--- src/rtl/mines_board_renderer.sv ---
// Minesweeper board renderer: walks the 4x4 tile grid and streams one RGB pixel per cycle
// into the frame buffer, using a snapshot of the game state taken when start is accepted.

module mines_nbr_count #(
    parameter int IDX = 0
) (
    input  logic [15:0] map_i,
    output logic [3:0]  cnt_o
);
    always_comb begin
        int r, c;
        cnt_o = '0;
        for (int dr = -1; dr <= 1; dr++) begin
            for (int dc = -1; dc <= 1; dc++) begin
                r = IDX / 4 + dr;
                c = IDX % 4 + dc;
                if (!(dr == 0 && dc == 0) && r >= 0 && r < 4 && c >= 0 && c < 4)
                    cnt_o = cnt_o + {3'b000, map_i[4'(r * 4 + c)]};
            end
        end
    end
endmodule

module mines_board_renderer #(
    parameter int FB_W   = 160,
    parameter int TILE_W = 40,
    parameter int TILE_H = 30
) (
    input  logic        clk_i,
    input  logic        rst_ni,
    input  logic        start_i,
    input  logic [15:0] mine_map_i,
    input  logic [15:0] revealed_i,
    input  logic [3:0]  cursor_i,
    input  logic        game_over_i,
    input  logic        fb_wait_i,
    output logic [14:0] fb_addr_o,
    output logic [23:0] fb_data_o,
    output logic        fb_we_o,
    output logic        busy_o,
    output logic        done_o
);
    localparam logic [23:0] C_CURSOR = 24'hFFFF00;
    localparam logic [23:0] C_BORDER = 24'h404040;
    localparam logic [23:0] C_MINE   = 24'hC00000;
    localparam logic [23:0] C_BLACK  = 24'h000000;
    localparam logic [23:0] C_HIDDEN = 24'h808080;
    localparam logic [23:0] C_WHITE  = 24'hFFFFFF;
    localparam logic [23:0] C_ONE    = 24'h00C000;
    localparam logic [23:0] C_TWO    = 24'h0000FF;
    localparam logic [23:0] C_MANY   = 24'hFF0000;

    typedef enum logic [1:0] {S_IDLE, S_LATCH, S_DRAW, S_DONE} state_e;

    state_e       state_q;
    logic [15:0]  mine_q, rev_q;
    logic [3:0]   cur_q;
    logic         go_q;
    logic [15:0][3:0] cnt_q, cnt_w;
    logic [3:0]   tile_q;
    logic [5:0]   px_q;
    logic [4:0]   py_q;
    logic [14:0]  fb_addr_q;
    logic [23:0]  fb_data_q;
    logic         fb_we_q, busy_q, done_q;

    for (genvar t = 0; t < 16; t++) begin : g_cnt
        mines_nbr_count #(.IDX(t)) u_cnt (.map_i(mine_q), .cnt_o(cnt_w[t]));
    end

    // Successor of the pixel currently on the bus, in tile/py/px scan order.
    logic [3:0] tile_d;
    logic [5:0] px_d;
    logic [4:0] py_d;
    logic       last_w;
    always_comb begin
        tile_d = tile_q;
        px_d   = px_q + 6'd1;
        py_d   = py_q;
        last_w = (tile_q == 4'd15) && (px_q == 6'(TILE_W - 1)) && (py_q == 5'(TILE_H - 1));
        if (px_q == 6'(TILE_W - 1)) begin
            px_d = '0;
            if (py_q == 5'(TILE_H - 1)) begin
                py_d   = '0;
                tile_d = tile_q + 4'd1;
            end else begin
                py_d = py_q + 5'd1;
            end
        end
    end

    // The first write of a frame presents the cleared counters; later ones present the successor.
    logic [3:0]  tile_s;
    logic [5:0]  px_s;
    logic [4:0]  py_s;
    logic [14:0] row_w, addr_w;
    logic [23:0] data_w;
    logic        border_w, glyph_w, shown_w;
    always_comb begin
        tile_s   = fb_we_q ? tile_d : tile_q;
        px_s     = fb_we_q ? px_d   : px_q;
        py_s     = fb_we_q ? py_d   : py_q;
        row_w    = 15'(tile_s[3:2]) * 15'(TILE_H) + 15'(py_s);
        addr_w   = row_w * 15'(FB_W) + 15'(tile_s[1:0]) * 15'(TILE_W) + 15'(px_s);
        border_w = (px_s == 6'd0) || (py_s == 5'd0);
        glyph_w  = (px_s >= 6'd15) && (px_s <= 6'd24) && (py_s >= 5'd10) && (py_s <= 5'd19);
        shown_w  = mine_q[tile_s] && (rev_q[tile_s] || go_q);
        data_w   = C_WHITE;
        if (border_w)
            data_w = (tile_s == cur_q) ? C_CURSOR : C_BORDER;
        else if (shown_w)
            data_w = glyph_w ? C_BLACK : C_MINE;
        else if (!rev_q[tile_s])
            data_w = C_HIDDEN;
        else if (glyph_w) begin
            case (cnt_q[tile_s])
                4'd0:    data_w = C_WHITE;
                4'd1:    data_w = C_ONE;
                4'd2:    data_w = C_TWO;
                default: data_w = C_MANY;
            endcase
        end
    end

    always_ff @(posedge clk_i or negedge rst_ni) begin
        if (!rst_ni) begin
            state_q   <= S_IDLE;
            mine_q    <= '0;
            rev_q     <= '0;
            cur_q     <= '0;
            go_q      <= 1'b0;
            cnt_q     <= '0;
            tile_q    <= '0;
            px_q      <= '0;
            py_q      <= '0;
            fb_addr_q <= '0;
            fb_data_q <= '0;
            fb_we_q   <= 1'b0;
            busy_q    <= 1'b0;
            done_q    <= 1'b0;
        end else begin
            done_q <= 1'b0;
            case (state_q)
                S_IDLE: begin
                    if (start_i) begin
                        mine_q  <= mine_map_i;
                        rev_q   <= revealed_i;
                        cur_q   <= cursor_i;
                        go_q    <= game_over_i;
                        state_q <= S_LATCH;
                    end
                end
                S_LATCH: begin
                    cnt_q   <= cnt_w;
                    tile_q  <= '0;
                    px_q    <= '0;
                    py_q    <= '0;
                    busy_q  <= 1'b1;
                    state_q <= S_DRAW;
                end
                S_DRAW: begin
                    if (!fb_we_q) begin
                        fb_we_q   <= 1'b1;
                        fb_addr_q <= addr_w;
                        fb_data_q <= data_w;
                    end else if (!fb_wait_i) begin
                        if (last_w) begin
                            fb_we_q <= 1'b0;
                            busy_q  <= 1'b0;
                            done_q  <= 1'b1;
                            state_q <= S_DONE;
                        end else begin
                            tile_q    <= tile_d;
                            px_q      <= px_d;
                            py_q      <= py_d;
                            fb_addr_q <= addr_w;
                            fb_data_q <= data_w;
                        end
                    end
                end
                S_DONE:  state_q <= S_IDLE;
                default: state_q <= S_IDLE;
            endcase
        end
    end

    assign fb_addr_o = fb_addr_q;
    assign fb_data_o = fb_data_q;
    assign fb_we_o   = fb_we_q;
    assign busy_o    = busy_q;
    assign done_o    = done_q;
endmodule

--- config.mk ---
export PLATFORM = sky130hd
export DESIGN_NAME = mines_board_renderer
export DESIGN_NICKNAME = d
export VERILOG_FILES = /design/src/rtl/mines_board_renderer.sv
export SDC_FILE = /design/constraint.sdc
export NUM_CORES = 1
export LEC_CHECK = 0
export BUFFER_PORTS_ARGS = -buffer_cell sky130_fd_sc_hd__buf_4
export CAP_MARGIN = 5
export CORE_MARGIN = 2
export CORE_UTILIZATION = 30
export CTS_BUF_LIST = sky130_fd_sc_hd__clkbuf_4 sky130_fd_sc_hd__clkbuf_8
export CTS_CLUSTER_DIAMETER = 80
export DETAILED_ROUTE_END_ITERATION = 8
export PLACE_DENSITY = 0.55
export SLEW_MARGIN = 30
export SYNTH_ARGS = -nofsm -noshare
export SYNTH_HDL_FRONTEND = slang
export SYNTH_SLANG_ARGS = --single-unit
--- constraint.sdc ---
create_clock -name clk_i -period 5.2 [get_ports clk_i]
set_clock_uncertainty 0.05 [all_clocks]
set_input_delay 0.26 -clock clk_i [delete_from_list [all_inputs] [get_ports clk_i]]
set_output_delay 0.26 -clock clk_i [all_outputs]
set_load 0.02 [all_outputs]
# ---- After elaboration in Yosys (flattened, before gate mapping)
# Cells that the tools add are included.
# W data, S select, Z words.
dict set report totals {
  regBits 112
  latch_bits 0
  ram_bits 0
  rom_bits 0
  inputBits 41
  out_inout_bits 42
  word_cells 132
  memories 0
}
dict set report op_classes {
  add_sub_neg 18
  multipliers 3
  div_mod_pow 0
  magnitude_cmp 5
  eq_ne 16
  shift 0
  muxes 55
  bitwise 0
  n_reduce_logical 18
}
# cell n
set op_table {}
lappend op_table {{$mux W24} 9}
lappend op_table {{$pmux W24 S3} 1}
lappend op_table {{$mux W15} 3}
lappend op_table {{$add A4 B1 Y4} 8}
lappend op_table {{$mux W5} 6}
lappend op_table {{$mux W6} 5}
lappend op_table {{$mux W4} 7}
lappend op_table {{$bmux W4 S4} 1}
lappend op_table {{$add A15 B6 Y15} 1}
lappend op_table {{$add A15 B8 Y15} 1}
lappend op_table {{$ne A2 B2 Y1 const B} 7}
lappend op_table {{$mux W1} 12}
lappend op_table {{$pmux W6 S2} 1}
lappend op_table {{$reduce_and A4 Y1} 3}
lappend op_table {{$mul A8 B3 Y10 const B} 1}
lappend op_table {{$pmux W5 S2} 1}
lappend op_table {{$add A1 B1 Y2} 4}
lappend op_table {{$add A7 B5 Y8} 1}
lappend op_table {{$bmux W1 S4} 2}
lappend op_table {{$mux W2} 4}
lappend op_table {{$pmux W2 S4} 1}
lappend op_table {{$pmux W4 S2} 1}
lappend op_table {{$add A6 B1 Y6 const B} 1}
lappend op_table {{$eq A6 B6 Y1 const B} 1}
lappend op_table {{26 further kinds} 33}

# ---- Longest topological paths before layout
dict set report depth {
  depth_word 15
  mapped_depth 23
  ltp_nobuf 22
}

# ---- Modules after synthesis
# From an unflattened synthesis, not the netlist that was laid out.
dict set report hier_totals {
  hier_cells 832
  hier_area_um2 9345.2
}
# mod instances cells_each area_per_inst_um2 seq_area_each_um2
set by_module_without_submodules {}
lappend by_module_without_submodules {mines_board_renderer 1 744 8697.1 3628.5}
lappend by_module_without_submodules {{mines_nbr_count (g_cnt[10].u_cnt ...)} 12 5 33.8 0.0}
lappend by_module_without_submodules {{mines_nbr_count (g_cnt[1].u_cnt ...)} 2 10 82.6 0.0}
lappend by_module_without_submodules {{mines_nbr_count (g_cnt[0].u_cnt ...)} 2 4 38.8 0.0}

# ---- Worst setup path after synthesis
# OpenSTA, ideal clock, no wires.
dict set report synth_path {
  kind {register to register}
  start {register px_q[0]}
  end {register fb_addr_q[13] (netlist: fb_addr_o[13])}
  setup_time_ns 0.083
  arrival_time_ns 4.270
  t_required_ns 5.067
  path_slack_ns 0.798
  stages_incl_launch_ff 21
  n_path_buf 1
  synth_period_minus_slack_ns 4.402
  cell_sequence {dfrtp_1 > ha_1 > and4b_1 > buf_4 > nand4_1 > xnor2_2 > nor2_1 > nand2b_1 > inv_1 > fa_1 > xnor2_1 > ha_1 > ha_1 > fa_1 > a21oi_1 > nor2_1 > nor2_1 > xnor2_1 > nand3_1 > xor2_1 > o21ai_0}
}
dict set report synth_between {
  elab_chain_cells 11
  elab_cells_between_ends 21
  classes_between {add/sub: 4; mul: 3; eq/ne: 2; mux: 9; reduce/logical: 3}
}
# element line_no
set synth_lines {}
lappend synth_lines {{start, declared} 61} ;# logic [5:0] px_q;
lappend synth_lines {{start signal, assigned} 174} ;# px_q <= px_d;
lappend synth_lines {{$eq A6 B6 Y1} {80, 81}}
lappend synth_lines {{$mux W4} 81} ;# if (px_q == 6'(TILE_W - 1)) begin
lappend synth_lines {{$mux W4} 100} ;# tile_s = fb_we_q ? tile_d : tile_q;
lappend synth_lines {{$mul A2 B4 Y6} 103} ;# row_w = 15'(tile_s[3:2]) * 15'(TILE_H) + 15'(py_s);
lappend synth_lines {{$add A7 B5 Y8} 103}
lappend synth_lines {{$mul A8 B3 Y10} 104} ;# addr_w = row_w * 15'(FB_W) + 15'(tile_s[1:0]) * 15'(TILE_W) + 15'(px_s);
lappend synth_lines {{$add A15 B8 Y15} 104}
lappend synth_lines {{$add A15 B6 Y15} 104}
lappend synth_lines {{$mux W15} 167} ;# if (last_w) begin
lappend synth_lines {{$mux W15} 166} ;# end else if (!fb_wait_i) begin
lappend synth_lines {{$mux W15} 162} ;# if (!fb_we_q) begin
lappend synth_lines {{end signal, assigned} 164} ;# fb_addr_q <= addr_w;
lappend synth_lines {{end signal, assigned} 176} ;# fb_addr_q <= addr_w;
lappend synth_lines {{end, declared} 63} ;# logic [14:0] fb_addr_q;
# Several ways; a longest one is shown, not always the timed one. The select of a mux whose other input is x is not followed.
# A chain may end at the register's enable or synchronous reset.

# ---- Final worst setup path
dict set report layout_path {
  start {register py_q[1]}
  end {register fb_addr_q[14] (netlist: fb_addr_o[14])}
}
dict set report layout_between {
  elab_chain_cells 12
  elab_cells_between_ends 20
  classes_between {add/sub: 4; mul: 3; eq/ne: 2; mux: 9; reduce/logical: 2}
}
# element line_no
set layout_lines {}
lappend layout_lines {{start, declared} 62} ;# logic [4:0] py_q;
lappend layout_lines {{start signal, assigned} 175} ;# py_q <= py_d;
lappend layout_lines {{$eq A5 B5 Y1} {80, 83}}
lappend layout_lines {{$mux W4} 83} ;# if (py_q == 5'(TILE_H - 1)) begin
lappend layout_lines {{$mux W4} 81}
lappend layout_lines {{$mux W4} 100}
lappend layout_lines {{$mul A2 B4 Y6} 103}
lappend layout_lines {{$add A7 B5 Y8} 103}
lappend layout_lines {{$mul A8 B3 Y10} 104}
lappend layout_lines {{$add A15 B8 Y15} 104}
lappend layout_lines {{$add A15 B6 Y15} 104}
lappend layout_lines {{$mux W15} 167}
lappend layout_lines {{$mux W15} 166}
lappend layout_lines {{$mux W15} 162}
# Several ways; a longest one is shown, not always the timed one. The select of a mux whose other input is x is not followed.

==> metrics.md <==
| Metric | Value |
|---|---|
| DRT iter0 DRCs | `241` |
| Ys Warns | `0` |
| Power per Cell Area | `406 nW/um^2` |
| Non-Filler Instances | `953` |
| Remaining global-route overflow | `0` |
| Inst Count DP | `933` |
| Die Footprint | `22300 um^2` |
| Post-synth design cell area | `6330 um^2` |
| Fillcell total | `2131` |
| Post-synthesis cell count | `609` |
| Clk buf depth | `2` |
| Sw frac | `0.388` |
| CP Class | `register to register` |
| Post-Syn Area per Cell | `10.4 um^2` |
| Final hold vios | `0` |
| # diodes | `0` |
| Max-slew violations | `0` |
| Comb power frac | `0.422` |
| Count of cell types in the netlist | `66` |
| Vias in the first global route | `4512` |
| Yosys top cell area share | `0.368` |
| IO buf count | `82` |
| Die W | `149 um` |
| DR vias/cell | `4.93` |
| Drt first pass iters | `4` |
| WP data arrival | `4.97 ns` |
| DP HPWL | `10900 um` |
| Switching Power | `1.16 mW` |
| Area Overhead vs Synth | `16.6%` |
| Initial antenna violation count | `0` |
| Max Fclk | `0.212 GHz` |
| Num CTS Buffers | `9` |
| Sequential power share | `0.397` |
| Tmin final | `4.71 ns` |
| Initial Util | `0.303` |
| RSZ-0062 raised after global routing | `false` |
| Largest net degree at the start of global routing | `60` |
| Mean routed wirelength per cell | `15.1 um` |
| Core ar. | `20900 um^2` |
| Slew margin rel. | `0.462` |
| I/O Pins | `83` |
| Async SR Flop Fraction | `1.00` |
| First-pass GRT wire length | `23800 um` |
| Most common flop cell mapped by yosys | `dfrtp_1` |
| Clk_lat worst skew | `0.40 ns` |
| Share of cells above drive strength 1 | `0.280` |
| Commonest non-fill, non-tap cell in the layout | `buf_4` |
| Register bit total from synthesis | `93` |
| Fin Setup TNS | `0 ns` |
| Least-Margin Pin Slew | `0.807 ns` |
| Internal Power | `1.83 mW` |
| CP Max Fanout | `7` |
| Sink Count | `93` |
| CTS tree | `yes` |
| Part of the cycle the worst path needs | `0.905` |
| Die Y | `149 um` |
| DRC | `0` |
| Syn_nets | `700` |
| Crit start category | `register` |
| H-tree Lvls | `3` |
| Drt total wl | `14400 um` |
| Placement row count | `53` |
| Status | `finished, final reports clean` |
| Hold Path Class | `primary input to register` |
| Most frequent cells in the layout | `97 x buf_4, 92 x dfrtp_1, 59 x nand2_1` |
| Synth area leader | `dfrtp_1` |
| Leak | `3.41 nW` |
| Sequential area share after synthesis | `0.368` |
| Global-route usage over all layers | `0.135` |
| Setup-failing EPs final | `0` |
| GP Congestion | `0.823` |
| Number of flops mapped to enable cells by yosys | `0` |
| Maxcap violations | `0` |
| Setup crit end kind | `register` |
| Antenna-violating nets left | `0` |
| Max IR drop VDD | `0.239 mV` |
| Clock Power Share | `0.181` |
| Routed vias | `4699` |
| CP required | `5.46 ns` |
| Largest cells by area after synthesis | `dfrtp_1 37%, mux2_2 8.2%, ha_1 7.9%` |
| Clock-pin slew on the worst setup and hold paths | `0.11 ns` |
| Nets | `764` |
| Root buf cell | `clkbuf_8` |
-- area by class of cell --
cell class	instances	area (um^2)	area share
multi-input combinational	435	3620	0.491
tap	275	344	0.0466
clock buffer	9	124	0.0168
sequential	93	2330	0.316
timing repair buffer	98	738	0.100
clock inverter	7	88.8	0.0120
inverter	36	135	0.0183
-- metal layers --
layer | wire, um | part of all wire | GRT usage | up-vias
met1 | 6970 | 0.48 | 0.191 | 2271
met2 | 6730 | 0.47 | 0.212 | 92
li1 | - | - | - | 2325
met5 | 0 | 0 | 0 | -
met4 | 171 | 0.012 | 0.0319 | 0
met3 | 552 | 0.038 | 0.0294 | 11
-- metrics by stage --
stage | setup slack (ns) | hold WS [ns] | power [mW] | instance area (um^2) | utilization
final | 0.493 | 0.0370 | 2.99 | 7380 | 0.353
after global routing | 0.0471 | 0.0125 | 3.24 | 7380 | 0.353
after CTS | 0.274 | 0.00931 | 3.05 | 7340 | 0.351
after detailed placement | 0.315 | 0.365 | 2.49 | 7120 | 0.341
after global placement | 0.479 | 0.362 | 2.46 | 7120 | 0.341
after floorplan | 0.798 | -0.0856 | 2.10 | 6330 | -
-- path summary, 6_finish.rpt --
path                                           startpoint                         to  slack, ns  cells past startpoint
min in group asynchronous                          rst_ni   fb_addr_o[2]$_DFFE_PN0P_       0.45                      2
worst min register to register  fb_addr_o[13]$_DFFE_PN0P_  fb_addr_o[13]$_DFFE_PN0P_       0.44                      2
max in group asynchronous                          rst_ni      mine_q[0]$_DFFE_PN0P_       3.68                      3
worst max-delay path                  py_q[1]$_DFFE_PN0P_  fb_addr_o[14]$_DFFE_PN0P_       0.49                     21
worst min-delay path                        revealed_i[7]       rev_q[7]$_DFFE_PN0P_       0.04                      2
worst max register to register        py_q[1]$_DFFE_PN0P_  fb_addr_o[14]$_DFFE_PN0P_       0.49                     21
-- synth_stat cells, drive strengths merged (10+ instances only) --
cell type	number
dfrtp	93
nand2	60
ha	40
nor2	31
fa	10
inv	36
nand3	14
mux4	14
clkbuf	14
nand4	10
mux2	47
o21ai	30
xnor2	20
buf	31
a21oi	36
-- registers in the layout (all words and copies together) (netlist names) --
| name | count |
|---|---|
| mine_q | 16 |
| rev_q | 16 |
| fb_addr_o | 15 |
| cnt_q | 12 |
| fb_data_o | 9 |
| px_q | 6 |
| py_q | 5 |
| cur_q | 4 |
| tile_q | 4 |
| state_q | 2 |
| busy_o | 1 |
| done_o | 1 |
| fb_we_o | 1 |
| go_q | 1 |
-- power by group through the flow --
stage	clock network, mW	logic (mW)	registers, mW
6_report	0.543	1.26	1.19
5_1_grt	0.599	1.41	1.23
4_1_cts	0.568	1.29	1.19
3_5_place_dp	0	1.29	1.21
3_3_place_gp	0	1.26	1.20
2_1_floorplan	0	0.938	1.17
-- cell families after synthesis --
kind of cell    Yosys count  share of synthesized area
simple gates            154                      0.122
compound gates          131                      0.147
flops                    93                      0.368
buf+inv                  81                     0.0627
mux                      70                      0.148
fa+ha+maj                50                      0.111
xor+xnor                 29                     0.0413
other cells               1                   0.000593
-- repair_timing --
action / 4_1_cts / 5_1_grt
hold buffers: 1 / 0
setup buffers: 0 / 3
endpoints found under the hold margin: 58 / 0
resized for setup: 0 / 5
setup endpoints to repair: 0 / 2
-- critical path, cell delays in order, from the launching register on --
cell and delay, ns:
dfrtp_1 0.45, inv_1 0.08, ha_1 0.19, and4_2 0.32
nand4_1 0.25, a211o_1 0.35, nand2_1 0.16, inv_1 0.10
ha_1 0.33, nor2b_1 0.17, nor2_1 0.07, xnor2_1 0.22
ha_1 0.31, ha_1 0.31, a21o_1 0.19, a21oi_1 0.22
o21bai_1 0.09, a21oi_1 0.18, xnor2_1 0.18, nand3_1 0.12
xnor2_1 0.14, o21ai_0 0.14
Power figures use the tool's default switching activity.
